--- src/rtl/inference_sequencer.sv ---
// Sequencer for one MNIST inference: image copy, network handshake, arg-max scan.
// Optional watchdog on the network handshake is enabled by defining INFER_TIMEOUT_EN.
module inference_sequencer #(
  parameter int N_PIXELS = 784,
  parameter int N_OUT    = 10,
  parameter int PIX_W    = 8,
  parameter int ADDR_W   = 10,
  parameter int VAL_W    = 16,
  parameter int TIMEOUT  = 4095
) (
  input  logic                    Clk,
  input  logic                    Reset,
  input  logic                    Start,
  output logic [ADDR_W-1:0]       ImgAddr,
  input  logic [PIX_W-1:0]        ImgData,
  output logic                    BufWe,
  output logic [ADDR_W-1:0]       BufAddr,
  output logic [PIX_W-1:0]        BufData,
  output logic                    Compute,
  input  logic                    R,
  output logic [3:0]              OutSel,
  input  logic signed [VAL_W-1:0] OutVal,
  output logic [3:0]              Digit,
  output logic                    Busy,
  output logic                    Done,
  output logic                    Error,
  output logic [2:0]              dbg_state
);

  typedef enum logic [2:0] {
    S_IDLE   = 3'd0,
    S_FETCH  = 3'd1,
    S_ARM    = 3'd2,
    S_WAIT_R = 3'd3,
    S_SCAN   = 3'd4,
    S_REPORT = 3'd5
  } state_t;

  localparam logic [ADDR_W-1:0] LAST_PIX = ADDR_W'(N_PIXELS - 1);
  localparam logic [3:0]        LAST_SEL = 4'(N_OUT - 1);

  state_t state, state_next;

  logic [ADDR_W-1:0]       img_addr;
  logic                    rd_valid;
  logic                    buf_we;
  logic [ADDR_W-1:0]       buf_addr;
  logic [PIX_W-1:0]        buf_data;
  logic                    compute;
  logic                    busy;
  logic                    done;
  logic [3:0]              out_sel;
  logic                    sel_valid;
  logic                    cmp_valid;
  logic [3:0]              cmp_idx;
  logic signed [VAL_W-1:0] cmp_val;
  logic signed [VAL_W-1:0] best_val;
  logic [3:0]              best_idx;
  logic [3:0]              digit;
  logic                    wd_expire;
  logic                    timed_out;

  assign ImgAddr   = img_addr;
  assign BufWe     = buf_we;
  assign BufAddr   = buf_addr;
  assign BufData   = buf_data;
  assign Compute   = compute;
  assign OutSel    = out_sel;
  assign Digit     = digit;
  assign Busy      = busy;
  assign Done      = done;
  assign dbg_state = state;

`ifdef INFER_TIMEOUT_EN
  localparam int WD_W = $clog2(TIMEOUT + 1);

  logic [WD_W-1:0] wd_cnt;
  logic            waiting;
  logic            error;

  assign waiting   = (state == S_ARM) || (state == S_WAIT_R);
  // Expire on the cycle the count would land on TIMEOUT, so exactly TIMEOUT cycles are spent waiting.
  assign wd_expire = waiting && (wd_cnt == WD_W'(TIMEOUT - 1));
  assign timed_out = error;
  assign Error     = error;

  always_ff @(posedge Clk) begin
    if (Reset) begin
      wd_cnt <= '0;
      error  <= 1'b0;
    end else begin
      wd_cnt <= waiting ? wd_cnt + WD_W'(1) : '0;
      if ((state == S_IDLE) && Start) begin
        error <= 1'b0;
      end else if (wd_expire) begin
        error <= 1'b1;
      end
    end
  end
`else
  assign wd_expire = 1'b0;
  assign timed_out = 1'b0;
  assign Error     = 1'b0;
`endif

  always_comb begin
    state_next = state;
    case (state)
      S_IDLE:   if (Start) state_next = S_FETCH;
      S_FETCH:  if (!rd_valid) state_next = S_ARM;
      // A stale R=1 from the previous run must clear before the real done is accepted.
      S_ARM: begin
        if (wd_expire) state_next = S_REPORT;
        else if (!R)   state_next = S_WAIT_R;
      end
      S_WAIT_R: begin
        if (wd_expire) state_next = S_REPORT;
        else if (R)    state_next = S_SCAN;
      end
      S_SCAN:   if (cmp_valid && (cmp_idx == LAST_SEL)) state_next = S_REPORT;
      S_REPORT: state_next = S_IDLE;
      default:  state_next = S_IDLE;
    endcase
  end

  always_ff @(posedge Clk) begin
    if (Reset) begin
      state     <= S_IDLE;
      img_addr  <= '0;
      rd_valid  <= 1'b0;
      buf_we    <= 1'b0;
      buf_addr  <= '0;
      buf_data  <= '0;
      compute   <= 1'b0;
      busy      <= 1'b0;
      done      <= 1'b0;
      out_sel   <= '0;
      sel_valid <= 1'b0;
      cmp_valid <= 1'b0;
      cmp_idx   <= '0;
      cmp_val   <= '0;
      best_val  <= '0;
      best_idx  <= '0;
      digit     <= '0;
    end else begin
      state   <= state_next;
      busy    <= (state_next != S_IDLE);
      compute <= (state_next == S_ARM) || (state_next == S_WAIT_R);
      done    <= (state == S_REPORT);
      buf_we  <= 1'b0;
      case (state)
        S_IDLE: begin
          if (Start) begin
            img_addr <= '0;
            rd_valid <= 1'b1;
          end
        end
        S_FETCH: begin
          // ImgData for img_addr is captured here, so the write trails the read by one cycle.
          if (rd_valid) begin
            buf_we   <= 1'b1;
            buf_addr <= img_addr;
            buf_data <= ImgData;
            if (img_addr == LAST_PIX) rd_valid <= 1'b0;
            else                      img_addr <= img_addr + ADDR_W'(1);
          end
        end
        S_WAIT_R: begin
          if (state_next == S_SCAN) begin
            out_sel   <= '0;
            sel_valid <= 1'b1;
            cmp_valid <= 1'b0;
          end
        end
        S_SCAN: begin
          if (sel_valid) begin
            if (out_sel == LAST_SEL) sel_valid <= 1'b0;
            else                     out_sel   <= out_sel + 4'd1;
          end
          cmp_valid <= sel_valid;
          cmp_idx   <= out_sel;
          cmp_val   <= OutVal;
          // Strict greater-than keeps the lowest index on ties; index 0 seeds the max.
          if (cmp_valid && ((cmp_idx == 4'd0) || (cmp_val > best_val))) begin
            best_val <= cmp_val;
            best_idx <= cmp_idx;
          end
        end
        S_REPORT: begin
          if (!timed_out) digit <= best_idx;
        end
        default: ;
      endcase
    end
  end

endmodule
--- config.mk ---
export PLATFORM = sky130hd
export DESIGN_NAME = inference_sequencer
export DESIGN_NICKNAME = d
export VERILOG_FILES = /design/src/rtl/inference_sequencer.sv
export SDC_FILE = /design/constraint.sdc
export NUM_CORES = 1
export LEC_CHECK = 0
export ABC_CLOCK_PERIOD_IN_PS = 3900
export BUFFER_PORTS_ARGS = -buffer_cell sky130_fd_sc_hd__buf_2
export CAP_MARGIN = 20
export CORE_MARGIN = 2
export CORE_UTILIZATION = 45
export DETAILED_ROUTE_END_ITERATION = 7
export PLACE_DENSITY = 0.67
export SYNTH_ARGS = -nofsm -noshare
export SYNTH_HDL_FRONTEND = slang
export SYNTH_SLANG_ARGS = --single-unit
--- constraint.sdc ---
create_clock -name Clk -period 3.9 [get_ports Clk]
set_input_delay 0.195 -clock Clk [delete_from_list [all_inputs] [get_ports Clk]]
set_output_delay 0.195 -clock Clk [all_outputs]
set_load 0.02 [all_outputs]
==> metrics.cfg <==
[yosys]
async_reset_ff_share_pct = 0
syn-mean-instance-area_um2 = 8.61
synth_fp_nets = 494
ys_seq_area_share_pct = 44.7
synth-edff-count = 0
synth_xor_area_share_pct = 2.27
yosysUniqueCellTypes = 42
synth_top_area_share_pct = 44.7
synth-compound-area-share_pct = 9.68
syn-cell-area_um2 = 3850
synth_mux_area_share_pct = 6.79
ys_warn_count = 0
synth-simple-area-share_pct = 25.0
ys.flop_type = dfxtp_1
synthCells = 447
synth-seq-cells = 86
synthAdderAreaFrac_pct = 6.17
post-synth-top-count-cell = nand2_1
yosys-top-cells-area = dfxtp_1, nand2_1, a21oi_1, nand2b_1, mux2i_1
synth_top_family_by_area = simple AND/OR/NAND/NOR gates
synth.cells.most_frequent = nand2_1, dfxtp_1, a21oi_1
post-synth-top-area-cell = dfxtp_1

[finish]
fin_nets = 555
final_util_pct = 54.6
multi_input_area_um2 = 1930
syn_to_final_growth_pct = 17.0
fillers = 806
final_layout_size_suffix_gt1_share_pct = 19.1
regArea_um2 = 1720
antenna_cells = 0

[timing]
rsz0062_at_grt = false
hold_violations = 0
slew_viol_final = 0
setup-tns-final_ps = 0
fmax_mhz = 394
worst_pin_slew_ps = 738
finalSetupViolCount = 0
slew_headroom_pct = 50.8
fin_skew_ps = 11.2
finalCriticalPeriod_ps = 2540
period_share_pct = 65.1

[setup_path]
cpMaxStageDelayCell = o311a_1
path_buf_inv = 2
crit_arrival_ps = 2810
crit_cells = 9
required_ps = 4170
crit_type = register to register
end_kind = register
path_cells = inv_1 -> ha_1 -> nand2_1 -> nor4_1 -> o21ai_0 -> nand3_1 -> o311a_1 -> buf_4 -> mux2i_1
worstSetupStartpointType = register
cpPeakStageDelay_ps = 520
cp_top_family = compound AO/OA/AOI/OAI gates
crit_start = best_val[15]
critPathMaxFanout = 11
r2r_cells = 9
rr_startpoint = best_val[15]

[clock_network]
cts-resized-gates = 0
path_clk_slew_ps = 90
clockBufferDepth = 2
cts_hold_buf = 0
cts_tree = built
post_cts_buffers = 0
cts-htree-levels = 3
root_buffer = clkbuf_8
numCtsBuffers = 9
clkLatencyLatePin_ps = 350
cts_sinks = 86

[die]
row_count = 33
io_pins = 72
coreArea_um2 = 8260
start_util_pct = 46.6
die_h_um = 96.5
die_area_um2 = 9310
die_w_um = 96.5

[global_route]
grt_pass1_vias = 2906
track_usage_pct = 18.4
grt_use_met2_pct = 29.7
met3_usage_pct = 4.81
grt.met1_usage_pct = 24.7
grt_max_degree = 75
grt-busiest-layer = met2
grt-ovfl-total = 0
antenna_found_initial = 0
grt_pass1_wl_mm = 13.4

[drt]
dr.pass1.iters = 4
antenna_left = 0
num_vias = 3101
wl_mm = 7.97
route.detailed.drc = 0
drt-initial-drc-count = 89
via_per_inst = 5.02
drt-wirelength-per-cell_um = 12.9

[place]
dpl.hpwl_mm = 5.66
gp_congestion = 0.792
io_buffer_count = 70

[power]
power.density_nw_per_um2 = 398
p_sw_share_pct = 22.7
p_comb_share_pct = 6.7
leakage_nw = 1.80
p_int_mw = 1.39
switchingPower_mw = 0.407
irDropWorstVdd_mv = 0.242
pwr-share-seq_pct = 50.6
p_clk_share_pct = 42.7

[status]
outcome = complete, no violations

[job]
maxCapViolCount = 0

[hold_path]
min_from = OutVal[12]
hold_depth = 3
hold_path.class = input pin to register

-- power groups by stage --
stage / sequential, mW / combinational (mW) / clock (mW)
2_1_floorplan: 0.933 / 0.0797 / 0
5_1_grt: 0.911 / 0.134 / 0.823
4_1_cts: 0.908 / 0.119 / 0.789
6_report: 0.908 / 0.120 / 0.767
3_5_place_dp: 0.928 / 0.119 / 0
3_3_place_gp: 0.927 / 0.117 / 0
-- logic make-up (layout without fill, tap and decap cells) --
family,after synthesis,count (layout)
AND/OR/NAND/NOR,193,193
flip-flops,86,86
AO/OA/AOI/OAI,68,68
buffers and inverters,44,110
multiplexers,26,26
adder cells (fa/ha/maj),19,19
XOR/XNOR,10,10
other,1,1
-- placed cells by master, fill, tap and decap left out, types with 5 or more instances in the layout --
| cell type | instances |
|---|---|
| nand2_1 | 95 |
| dfxtp_1 | 86 |
| buf_2 | 70 |
| a21oi_1 | 56 |
| nand2b_1 | 44 |
| mux2i_1 | 25 |
| nor2_1 | 22 |
| inv_1 | 19 |
| ha_1 | 19 |
| clkbuf_8 | 10 |
| xor2_1 | 5 |
| xnor2_1 | 5 |
-- per-layer routing --
| metal | share of wire (%) | vias to the layer above |
|---|---|---|
| met5 | 0 | - |
| met4 | 0.83 | 0 |
| met3 | 4.9 | 5 |
| met2 | 48 | 65 |
| met1 | 46 | 1431 |
| li1 | - | 1600 |
-- stage by stage --
stage	power (mW)	worst slack [ps]	std cells	instance area (µm²)	hold slack (ps)
after floorplan	1.01	1990	447	3850	331
after global placement	1.04	1500	601	4230	435
after detailed placement	1.05	1360	601	4230	443
after CTS	1.82	1340	617	4490	63.1
after global routing	1.87	1100	618	4510	63.8
final	1.79	1360	618	4510	78.8
-- area by class of cell --
cell class,count,share of cell area [%]
multi-input combinational,317,42.8
sequential,86,38.2
timing repair buffer,75,8.89
clock buffer,10,3.05
tap,105,2.92
clock inverter,6,2.58
inverter,19,1.58
-- registers in the layout (all words and copies together), names as in the netlist, 3 cells and up --
register and flops:
best_val 16, ImgAddr 10, cmp_idx 4, OutSel 4
cmp_val 16, BufData 8, BufAddr 10, best_idx 4
dbg_state 3, Digit 4
-- worst reg2reg max path, cell delays in order (launching register included) --
cell     delay, ps
dfxtp_1        350
inv_1           50
ha_1           310
nand2_1         80
nor4_1         330
o21ai_0        160
nand3_1        120
o311a_1        520
buf_4          340
mux2i_1        220
-- path summary, 6_finish.rpt --
check	to	slack, ps
max	best_val[10]	1360
min	cmp_val[12]	80
max reg2reg	best_val[10]	1360
min reg2reg	BufData[0]	450
Note: power is estimated with default switching activity, not from simulation.
